`src/rtl/au_issue_ctrl.sv`:
```
// Request/response front end for the 32-bit arithmetic unit: issues one
// {a,b,op} request to the AU, times its latency and holds the captured result.
module au_issue_ctrl #(
  parameter int unsigned WIDTH         = 32,
  parameter int unsigned ADDSUB_CYCLES = 1,
  parameter int unsigned MD_CYCLES     = 33
) (
  input  logic             clk,
  input  logic             rst,
  input  logic             req_valid,
  output logic             req_ready,
  input  logic [WIDTH-1:0] req_a,
  input  logic [WIDTH-1:0] req_b,
  input  logic [1:0]       req_op,
  output logic [WIDTH-1:0] au_a,
  output logic [WIDTH-1:0] au_b,
  output logic [1:0]       au_ALUop,
  output logic             au_rst_n,
  input  logic [WIDTH-1:0] au_s,
  input  logic [WIDTH-1:0] au_hi,
  input  logic [WIDTH-1:0] au_lo,
  input  logic             au_zero,
  output logic             rsp_valid,
  input  logic             rsp_ready,
  output logic [WIDTH-1:0] rsp_hi,
  output logic [WIDTH-1:0] rsp_lo,
  output logic             rsp_zero,
  output logic             rsp_err,
  output logic             busy
);

  localparam int unsigned CNT_MAX = (ADDSUB_CYCLES > MD_CYCLES) ? ADDSUB_CYCLES : MD_CYCLES;
  localparam int unsigned CNT_W   = $clog2(CNT_MAX + 1);

  localparam logic [1:0] S_IDLE  = 2'd0;
  localparam logic [1:0] S_ISSUE = 2'd1;
  localparam logic [1:0] S_WAIT  = 2'd2;
  localparam logic [1:0] S_RESP  = 2'd3;

  localparam logic [1:0] OP_DIV = 2'b11;

  logic [1:0]       state_q, state_d;
  logic [CNT_W-1:0] cnt_q, cnt_d;
  logic [WIDTH-1:0] au_a_q, au_a_d;
  logic [WIDTH-1:0] au_b_q, au_b_d;
  logic [1:0]       au_op_q, au_op_d;
  logic             rsp_valid_q, rsp_valid_d;
  logic [WIDTH-1:0] rsp_hi_q, rsp_hi_d;
  logic [WIDTH-1:0] rsp_lo_q, rsp_lo_d;
  logic             rsp_zero_q, rsp_zero_d;
  logic             rsp_err_q, rsp_err_d;

  always_ff @(posedge clk) begin
    if (rst) begin
      state_q     <= S_IDLE;
      cnt_q       <= '0;
      au_a_q      <= '0;
      au_b_q      <= '0;
      au_op_q     <= '0;
      rsp_valid_q <= 1'b0;
      rsp_hi_q    <= '0;
      rsp_lo_q    <= '0;
      rsp_zero_q  <= 1'b0;
      rsp_err_q   <= 1'b0;
    end else begin
      state_q     <= state_d;
      cnt_q       <= cnt_d;
      au_a_q      <= au_a_d;
      au_b_q      <= au_b_d;
      au_op_q     <= au_op_d;
      rsp_valid_q <= rsp_valid_d;
      rsp_hi_q    <= rsp_hi_d;
      rsp_lo_q    <= rsp_lo_d;
      rsp_zero_q  <= rsp_zero_d;
      rsp_err_q   <= rsp_err_d;
    end
  end

  always_comb begin
    state_d     = state_q;
    cnt_d       = cnt_q;
    au_a_d      = au_a_q;
    au_b_d      = au_b_q;
    au_op_d     = au_op_q;
    rsp_valid_d = rsp_valid_q;
    rsp_hi_d    = rsp_hi_q;
    rsp_lo_d    = rsp_lo_q;
    rsp_zero_d  = rsp_zero_q;
    rsp_err_d   = rsp_err_q;
    case (state_q)
      S_IDLE: begin
        if (req_valid) begin
          // Divide by zero never reaches the AU; answer straight away.
          if ((req_op == OP_DIV) && (req_b == '0)) begin
            rsp_hi_d    = req_a;
            rsp_lo_d    = '1;
            rsp_zero_d  = 1'b0;
            rsp_err_d   = 1'b1;
            rsp_valid_d = 1'b1;
            state_d     = S_RESP;
          end else begin
            au_a_d  = req_a;
            au_b_d  = req_b;
            au_op_d = req_op;
            state_d = S_ISSUE;
          end
        end
      end
      S_ISSUE: begin
        cnt_d   = au_op_q[1] ? CNT_W'(MD_CYCLES) : CNT_W'(ADDSUB_CYCLES);
        state_d = S_WAIT;
      end
      S_WAIT: begin
        if (cnt_q == CNT_W'(1)) begin
          cnt_d = '0;
          if (au_op_q[1]) begin
            rsp_hi_d   = au_hi;
            rsp_lo_d   = au_lo;
            rsp_zero_d = (au_hi == '0) && (au_lo == '0);
          end else begin
            rsp_hi_d   = '0;
            rsp_lo_d   = au_s;
            rsp_zero_d = au_zero;
          end
          rsp_err_d   = 1'b0;
          rsp_valid_d = 1'b1;
          state_d     = S_RESP;
        end else begin
          cnt_d = cnt_q - CNT_W'(1);
        end
      end
      S_RESP: begin
        if (rsp_ready) begin
          rsp_valid_d = 1'b0;
          state_d     = S_IDLE;
        end
      end
      default: state_d = S_IDLE;
    endcase
  end

  // AU init is held low during reset and for the single ISSUE cycle of mult/div.
  assign au_rst_n  = !rst && !((state_q == S_ISSUE) && au_op_q[1]);
  assign req_ready = (state_q == S_IDLE);
  assign busy      = (state_q != S_IDLE);
  assign au_a      = au_a_q;
  assign au_b      = au_b_q;
  assign au_ALUop  = au_op_q;
  assign rsp_valid = rsp_valid_q;
  assign rsp_hi    = rsp_hi_q;
  assign rsp_lo    = rsp_lo_q;
  assign rsp_zero  = rsp_zero_q;
  assign rsp_err   = rsp_err_q;

endmodule

```
`config.mk`:
```
export PLATFORM = sky130hd
export DESIGN_NAME = au_issue_ctrl
export DESIGN_NICKNAME = d
export VERILOG_FILES = /design/src/rtl/au_issue_ctrl.sv
export SDC_FILE = /design/constraint.sdc
export NUM_CORES = 1
export LEC_CHECK = 0
export ABC_CLOCK_PERIOD_IN_PS = 2320
export BUFFER_PORTS_ARGS = -buffer_cell sky130_fd_sc_hd__buf_2
export CAP_MARGIN = 20
export CORE_UTILIZATION = 40
export CTS_BUF_LIST = sky130_fd_sc_hd__clkbuf_8
export DETAILED_ROUTE_END_ITERATION = 7
export GPL_ROUTABILITY_DRIVEN = 0
export GPL_TIMING_DRIVEN = 0
export PLACE_DENSITY = 0.7
export SLEW_MARGIN = 10
export SYNTH_ARGS = -nofsm -noshare
export SYNTH_HDL_FRONTEND = slang
export SYNTH_SLANG_ARGS = --single-unit
```
`constraint.sdc`:
```
create_clock -name clk -period 2.32 [get_ports clk]
set_input_delay 0.116 -clock clk [delete_from_list [all_inputs] [get_ports clk]]
set_output_delay 0.116 -clock clk [all_outputs]
set_load 0.02 [all_outputs]
```
==> out/qor.yml, run 1 <==
cellPowerDensity_nw_per_um2: 1040
crit_chain: "dlygate4sd3_1 -> buf_2 -> nor4b_4 -> and3_4 -> nand4_1 -> buf_4 -> a211oi_1 -> clkbuf_1 -> a21oi_1"
async_flop_share_pct: 0
seqCellArea_um2: 2820
power.total_uw: 10100
avgSynthCellArea_um2: 8.46
cts-root-buf: "clkbuf_8"
clock_sinks: 141
tightest_slew_ns: 0.879
hold_depth: 3
synth_seq_cells: 141
cts_buffers: 17
period_share_pct: 98.0
p_leak_uw: 0.00419
max_freq_mhz: 440
wl_met1_um: 10100
slowest_stage: "dlygate4sd3_1"
dr.pass1.iters: 5
peakVddDrop_mv: 0.524
maxCapViolCount: 0
ys_warn_count: 0
syn_nets: 944
synth_area_leader_cell: "dfxtp_1"
ios: 303
synth_edf_count: 0
final-setup-viol-count: 0
synthCells: 771
period_needed_ns: 2.27
nets: 1346
dp_hpwl_um: 18300
num_antenna_cells: 0
start_util_pct: 41.1
yosysUniqueCellTypes: 41
critPathMaxStageDelay_ns: 0.54
drive_gt1_share_pct: 35.4
setup_tns_ns: 0
grt_overflow_total: 0
multi_input_area_um2: 3260
antenna_left: 0
critPathMaxFanout: 10
met3_length_um: 1770
clk-insertion-delay-late_ns: 0.46
drt-initial-drc-count: 477
dieArea_um2: 16800
drc: 0
die_h_um: 130
worstSetupPathType: "primary input to register"
postLayoutCoreUtil_pct: 61.2
grt_max_degree: 17
path_clk_slew_ns: 0.08
highest_layer: "met4"
clockBufferDepth: 2
dieWidth_um: 130
syn_area_um2: 6530
cts_tree: "done"
drt-wirelength-per-cell_um: 18.0
rsz0062_at_grt: "false"
n_fill_cell: 1415
synth-seq-area-share_pct: 43.3
worstRegToRegCells: 7
synth_ff_type: "dfxtp_1"
status: "finished, final reports clean"
area_growth_pct: 49.1
grt_pass1_wl_um: 36700
slew_viol_final: 0
grt_pass1_vias: 6975
clock_skew_ns: 0.0125
wl_um: 25300
hp-class: "primary input to register"
arrival_ns: 2.59
port_buffers: 302
core_um2: 15900
synth.area.top_cells: "dfxtp_1, a21oi_1, nand2_1, a221oi_2, a211oi_1"
htreeDepth: 4
grt_usage_pct: 29.3
vias: 7351
hold_viol: 0
start_kind: "primary input"
yosys.area.top_type_share_pct: 43.3
viasPerCell: 5.24
dr_wl_met2_um: 12400
relSlewSlack_pct: 40.9
rows: 46
cp-end-kind: "register"
antenna_found_initial: 0
crit_required_ns: 2.64
==> synth_stat cells (6+ instances only) <==
cell and number:
dfxtp_1 141, mux2i_1 9, nor4_1 17, ha_1 6, inv_1 66, a221oi_1 25, clkbuf_1 46, nor2b_1 34
a221oi_2 30, nand2_1 138, buf_2 9, a21oi_1 110, a211oi_1 37, nor2_1 13, o21a_1 32
==> cells in the final DEF, fill, tap and decap left out, types with 9 or more instances in the layout <==
master         count
a211oi_1          37
a21oi_1          110
a221oi_1          24
a221oi_2          31
buf_2            314
clkbuf_1          28
clkbuf_2          15
clkbuf_8          23
dfxtp_1          140
dlygate4sd3_1     79
inv_1             64
mux2i_1            9
nand2_1          138
nor2_1            11
nor2b_1           34
nor4_1            15
o21a_1            32
==> power breakdown <==
group	switching [uW]	leakage [uW]	internal, uW
sequential	258	0.00115	2890
combinational	2890	0.00280	1630
clock	967	0.000244	1450
total	4110	0.00419	5980
==> per-stage QoR <==
step                hold slack (ns)  cells  setup slack [ns]  instance area, um^2
global route                0.00177   1402          0.000117                 9730
floorplan                     0.252    771             0.212                 6530
global placement              0.369   1289            -0.223                 8310
finish                       0.0178   1402            0.0465                 9730
CTS                        0.000199   1399           0.00743                 9600
detailed placement            0.375   1289            -0.254                 8310
==> cells by family (layout without fill, tap and decap cells) <==
logic type	after synthesis	after routing	synth area share (%)
xor+xnor	3	3	0.403
compound gates	248	248	28.3
buf+inv	130	545	8.11
flops	141	141	43.3
fa+ha+maj	6	6	1.15
simple gates	234	234	17.4
mux	9	9	1.38
==> sequential cells by signal (all words and copies together) (netlist names) <==
signal and cells:
rsp_hi 32, au_a 32, rsp_err 1, rsp_zero 1
cnt_q 6, au_b 32, rsp_lo 32, rsp_valid 1
state_q 2, au_ALUop 2
==> worst max-delay path: cells and delay by family <==
family,cells,cell delay (ns)
buf+inv,4,1.29
simple gates,3,0.75
compound gates,2,0.44
==> area by class of cell <==
cell class / instances / share of cell area, %
Sequential cell: 141 / 29.0
Clock inverter: 9 / 1.84
Inverter: 66 / 2.55
Tap cell: 216 / 2.78
Clock buffer: 23 / 3.25
Buffer: 63 / 3.19
Multi-Input combinational cell: 500 / 33.5
Timing Repair Buffer: 384 / 23.9
==> what timing repair did <==
action / 4_1_cts / 5_1_grt
resized for setup: 7 / 49
pin swaps: 0 / 5
hold buffers: 79 / 0
hold endpoints to repair: 75 / 0
gates cloned: 0 / 1
setup endpoints to repair: 82 / 123
setup buffers: 0 / 2
==> final timing paths <==
| path | from | end | slack (ns) |
|---|---|---|---|
| max | req_b[0] | rsp_lo[21] | 0.05 |
| min | au_hi[28] | rsp_hi[28] | 0.02 |
| max reg2reg | state_q[0] | rsp_lo[21] | 0.16 |
| min reg2reg | au_b[13] | au_b[13] | 0.45 |
==> layer usage <==
layer	up-vias	global-route usage (%)
li1	3532	-
met3	73	8.20
met2	330	50.0
met1	3416	33.5
met5	-	0
met4	0	14.7
No activity file was read; power rests on OpenSTA's default activity.
==> run 2: changes to the inputs <==
CELL_PAD_IN_SITES_DETAIL_PLACEMENT = 1   (was unset)
CELL_PAD_IN_SITES_GLOBAL_PLACEMENT = 1   (was unset)
CORE_UTILIZATION = 34   (was 40)
PLACE_DENSITY = unset   (was 0.7)
PLACE_DENSITY_LB_ADDON = 0.1   (was unset)
==> run 2 against run 1 <==
- flip-flop and latch count unchanged
- global-route usage is 1.6 points lower
- die area is 17% higher
- largest cell class unchanged
- core utilization is 10 points lower
- clock-buffer cell count fell by 6
- clock skew shrank 0.0017 ns
- critical path depth shrank 4
- setup slack improved by 0.034 ns
- fmax up 1.5%
- routed wire length grew 7.6%
- critical path type is now register to register
- sequential share of layout area is 0.47 points higher
- total power decreased by 2.8%
==> out/qor.yml, run 2 (synthesis gave the netlist of run 1 again) <==
status: "finished, final reports clean"
drive_gt1_share_pct: 35.0  # -0.44 points
port_buffers: 302  # unchanged
setup_tns_ns: 0  # unchanged
cp.depth: 5  # -4
start_kind: "register"
rsz0062_at_grt: "true"
drt-wirelength-per-cell_um: 19.2  # +6.6%
critPathMaxFanout: 10  # unchanged
dp.cells: 1307  # +1.4%
final_common_cell: "buf_2"
grt_overflow_total: 0  # unchanged
ios: 303  # unchanged
n_fill_cell: 2351  # +66%
hp-class: "primary input to register"
die_h_um: 141  # +8.3%
clk-insertion-delay-late_ns: 0.45  # about the same
postLayoutCellArea_um2: 9570  # -1.6%
placed_cell_area_um2: 8330  # +0.27%
r2r_setup_slack_ns: 0.08  # -0.08 ns
area_growth_pct: 46.6
drt-initial-drc-count: 267  # -44%
clock_skew_ns: 0.0108  # -0.00165 ns
clkPwrFrac_pct: 21.4  # -2.6 points
wl_um: 27200  # +7.6%
clockBufferDepth: 2  # unchanged
place_ws_ns: -0.357  # -0.103 ns
power_switching_uw: 4230  # +2.9%
antenna_found_initial: 1  # +1
dr.pass1.iters: 4  # -1
htreeDepth: 4  # unchanged
crit_required_ns: 2.66  # +0.02 ns
worstSetupPathType: "register to register"
stdcell_count: 1416  # +1.0%
intPower_uw: 5580  # -6.7%
nets: 1342  # -0.30%
cellPowerDensity_nw_per_um2: 1020  # -1.1%
peakVddDrop_mv: 0.472  # -9.9%
p_leak_uw: 0.00413  # -1.5%
final_cell_mix: "buf_2, dfxtp_1, nand2_1"
path_delay_family: "buffers and inverters"
cts_buffers: 17  # unchanged
power.total_uw: 9810  # -2.8%
cp_num_buf_inv: 3  # -1
hold_depth: 3  # unchanged
path_clk_slew_ns: 0.08  # about the same
viasPerCell: 5.13  # -2.2%
cp-end-kind: "register"
netSwitchingFraction_pct: 43.1  # +2.4 points
slowest_stage: "dfxtp_1"
grt_max_degree: 17  # unchanged
final-setup-viol-count: 0  # unchanged
clock_sinks: 141  # unchanged
grt_usage_pct: 27.7  # -1.6 points
rows: 50  # +8.7%
critPathMaxStageDelay_ns: 0.58  # +0.04 ns
setup_slack_ns: 0.0804  # +0.0339 ns
max_freq_mhz: 447  # +1.5%
dieWidth_um: 141  # +8.3%
multi_input_area_um2: 3200  # -1.8%
combPwrFrac_pct: 46.6  # +1.8 points
dieArea_um2: 19800  # +17%
start_util_pct: 34.8  # -6.3 points
slew_viol_final: 0  # unchanged
arrival_ns: 2.58  # about the same
maxCapViolCount: 0  # unchanged
antenna_left: 0  # unchanged
grt_pass1_vias: 7589  # +8.8%
vias: 7263  # -1.2%
seqPwrFrac_pct: 32.0  # +0.8 points
worstRegToRegCells: 5  # -2
grt_pass1_wl_um: 41700  # +14%
dp_hpwl_um: 20300  # +11%
period_share_pct: 96.5  # -1.5 points
drc: 0  # unchanged
crit_chain: "clkbuf_2 -> buf_2 -> mux2i_1 -> dlygate4sd3_1 -> a21oi_1"
tightest_slew_ns: 0.914  # +0.0343 ns
period_needed_ns: 2.24  # -0.0339 ns
relSlewSlack_pct: 38.6  # -2.3 points
seqCellArea_um2: 2820  # about the same
cts-root-buf: "clkbuf_8"
cts_tree: "done"
core_um2: 18800  # +18%
hold_viol: 0  # unchanged
run 2: power by group through the flow:
stage,Clock [uW],Combinational (uW),Sequential (uW)
finish,2100,4570,3140
CTS,2130,4520,3130
global placement,0,4330,3170
floorplan,0,2420,3670
global route,2240,4980,3190
detailed placement,0,4360,3190
run 2: per-layer routing:
layer	vias up	global-route usage [%]	wire length (um)
met1	3483	32.5	11600
met3	56	5.16	1070
met2	204	49.1	13600
met5	-	0	0
li1	3520	-	-
met4	0	12.3	933
run 2: path summary, 6_finish.rpt:
path                 to         from
max reg2reg   rsp_lo[8]  au_ALUop[1]
min reg2reg    au_a[11]     au_a[11]
max           rsp_lo[8]  au_ALUop[1]
min          rsp_hi[27]    au_hi[27]
run 2: cell type report:
type                    count  area share, %
inverters                  66           2.59
plain buffers              63           3.27
repair buffers            380           23.9
diodes                      1         0.0261
clock inverters            14           1.78
flip-flops and latches    141           29.5
well taps                 234           3.06
clock buffers              17           2.44
multi-input cells         500           33.4
run 2: worst reg2reg max path, delay by kind of cell (launching register included):
kind	cells	cell delay (ns)
AO/OA/AOI/OAI	1	0.06
flip-flops	1	0.58
buffers and inverters	3	1.27
multiplexers	1	0.22
run 2: through the flow:
| step | hold WS [ns] | util [%] |
|---|---|---|
| 3_5_place_dp | 0.378 | 44.4 |
| 2_1_floorplan | 0.252 | - |
| 6_report | 0.0240 | 51.0 |
| 4_1_cts | 0.00769 | 50.7 |
| 3_3_place_gp | 0.372 | 44.4 |
| 5_1_grt | 0.0149 | 51.0 |
run 2: timing repair:
item / 4_1_cts / 5_1_grt
hold buffers: 76 / 0
endpoints found under the setup margin: 120 / 122
hold endpoints to repair: 74 / 0
pin swaps: 0 / 4
resized for setup: 16 / 25
setup buffers: 0 / 2
cloned: 0 / 0
==> run 3: changes to the inputs <==
BUFFER_PORTS_ARGS = unset   (was -buffer_cell sky130_fd_sc_hd__buf_2)
CORE_UTILIZATION = 40   (was 34)
DONT_BUFFER_PORTS = 1   (was unset)
==> run 3 against run 2 <==
- die area fell by 15%
- core utilization rose by 2.5 points
- cell count shrank 19%
- non-clock buffer count shrank 253
- critical path type unchanged
- flip-flop and latch count stayed put
- routed wire length up 1.8%
- first-iteration DRC count rose by 45%
- total power down 6.0%
- combinational power shrank 23%
- fmax increased by 3.1%
- critical path depth up 4
- sequential share of layout area rose by 3.7 points
==> out/qor.yml, run 3 (synthesis gave the netlist of run 1 again) <==
status: "finished, final reports clean"
core_um2: 15900  # -15%
viasPerCell: 5.84  # +14%
port_buffers: 0  # -100%
critPathMaxStageDelay_ns: 0.37  # -0.21 ns
cellPowerDensity_nw_per_um2: 1080  # +5.8%
grt_max_degree: 17  # unchanged
slew_viol_final: 0  # unchanged
critPathCapture: "au_a[24]"
grt_pass1_wl_um: 40900  # -1.9%
clk-insertion-delay-late_ns: 0.45  # about the same
cts_tree: "done"
num_antenna_cells: 0  # -1
cpMostUsedCell: "inv_1"
drt-initial-drc-count: 388  # +45%
cp_num_buf_inv: 4  # +1
cp-end-kind: "register"
antenna_found_initial: 0  # -1
max_freq_mhz: 460  # +3.1%
worstSetupPathType: "register to register"
use_met2_pct: 56.7  # +7.6 points
r2r_setup_slack_ns: 0.15  # +0.07 ns
relSlewSlack_pct: 34.0  # -4.6 points
ios: 303  # unchanged
setup_tns_ns: 0  # unchanged
clock_skew_ns: 0.00928  # -0.00153 ns
period_needed_ns: 2.17  # -0.0669 ns
r2r_end: "au_a[24]"
dieWidth_um: 130  # -7.7%
dp_hpwl_um: 19000  # -6.0%
start_util_pct: 41.1  # +6.3 points
crit_chain: "inv_1 -> ha_2 -> inv_1 -> nor2_4 -> o31ai_1 -> buf_4 -> buf_2 -> nand2_1 -> a21oi_1"
drive_gt1_share_pct: 11.5  # -23 points
final_cell_mix: "dfxtp_1, nand2_1, dlygate4sd3_1"
peakVddDrop_mv: 0.586  # +24%
rows: 46  # -8.0%
postLayoutCoreUtil_pct: 53.5  # +2.5 points
start_kind: "register"
drc: 0  # unchanged
n_fill_cell: 1890  # -20%
grt_pass1_vias: 7267  # -4.2%
cts_buffers: 17  # unchanged
cp.depth: 9  # +4
hp-class: "primary input to register"
clockBufferDepth: 2  # unchanged
dr.pass1.iters: 5  # +1
antenna_left: 0  # unchanged
slowest_stage: "dfxtp_1"
htreeDepth: 4  # unchanged
maxCapViolCount: 0  # unchanged
grt_usage_pct: 32.7  # +5.0 points
tightest_slew_ns: 0.982  # +0.0686 ns
path_clk_slew_ns: 0.08  # about the same
hold_viol: 0  # unchanged
worstRegToRegCells: 9  # +4
nets: 1089  # -19%
worstSetupStartpoint: "state_q[0]"
gr-usage-met3_pct: 10.5  # +5.3 points
period_share_pct: 93.6  # -2.9 points
area_growth_pct: 30.3
busiest_layer: "met2"
vias: 6692  # -7.9%
drt-wirelength-per-cell_um: 24.2  # +26%
path_delay_family: "buffers and inverters"
final_common_cell: "dfxtp_1"
arrival_ns: 2.53  # -0.05 ns
wl_um: 27700  # +1.8%
cts-root-buf: "clkbuf_8"
p_leak_uw: 0.00293  # -29%
critPathMaxFanout: 10  # unchanged
crit_required_ns: 2.68  # +0.02 ns
use_met1_pct: 35.5  # +3.0 points
grt_overflow_total: 0  # unchanged
clock_sinks: 141  # unchanged
timing.rr.start: "state_q[0]"
die_h_um: 130  # -7.7%
dieArea_um2: 16800  # -15%
final-setup-viol-count: 0  # unchanged
rsz0062_at_grt: "false"
==> run 3: cell types whose count changed in the layout (fill, tap and decap cells not counted), sizes merged <==
cell,before,now
buf,321,17
bufinv,3,1
clkbuf,63,67
clkinvlp,3,4
diode,1,0
dlygate4sd3,76,127
inv,69,67
==> run 3: routing by layer <==
metal	vias to the layer above	part of all wire (%)
li1	3013	-
met1	3307	37
met2	290	50
met3	82	8.0
met4	0	4.5
met5	-	0
==> run 3: worst min-delay path by stage <==
stage	slack, ns	endpoint	cells after the start	from
floorplan	0.25	au_b[3]	2	req_b[3]
global placement	0.25	au_a[14]	2	req_a[14]
detailed placement	0.26	au_b[25]	2	req_b[25]
CTS	0.004	rsp_lo[13]	2	au_lo[13]
global route	0.02	rsp_lo[4]	2	au_lo[4]
finish	0.02	rsp_lo[13]	2	au_lo[13]
==> run 3: report_power, final <==
part           internal [uW]  switching, uW
Clock                    950            966
Sequential              2890            886
Combinational           1320           2200
==> run 3: through the flow <==
step / power [uW] / std cells / hold WS, ns / instance area, um^2 / setup slack (ns)
2_1_floorplan: 6090 / 771 / 0.252 / 6530 / 0.212
3_3_place_gp: 6840 / 987 / 0.253 / 6800 / -0.492
3_5_place_dp: 6990 / 987 / 0.260 / 6800 / -0.666
4_1_cts: 9120 / 1146 / 0.00443 / 8480 / 0.0185
5_1_grt: 9720 / 1145 / 0.0221 / 8500 / 0.00255
6_report: 9220 / 1145 / 0.0231 / 8500 / 0.147
==> run 3: area by class of cell <==
cell class | instances | area (um^2) | share of cell area [%]
Multi-Input combinational cell | 500 | 3200 | 37.6
Tap cell | 216 | 270 | 3.18
Sequential cell | 141 | 2820 | 33.2
Timing Repair Buffer | 128 | 1280 | 15.0
Buffer | 62 | 304 | 3.58
Clock inverter | 11 | 92.6 | 1.09
Inverter | 66 | 248 | 2.91
Clock buffer | 21 | 289 | 3.40
==> run 3: repair_timing <==
action / in CTS / in global routing
resized for setup: 16 / 20
cloned: 0 / 0
buffers inserted: 1 / 0
setup endpoints to repair: 120 / 114
hold endpoints to repair: 117 / 0
hold buffers: 127 / 0
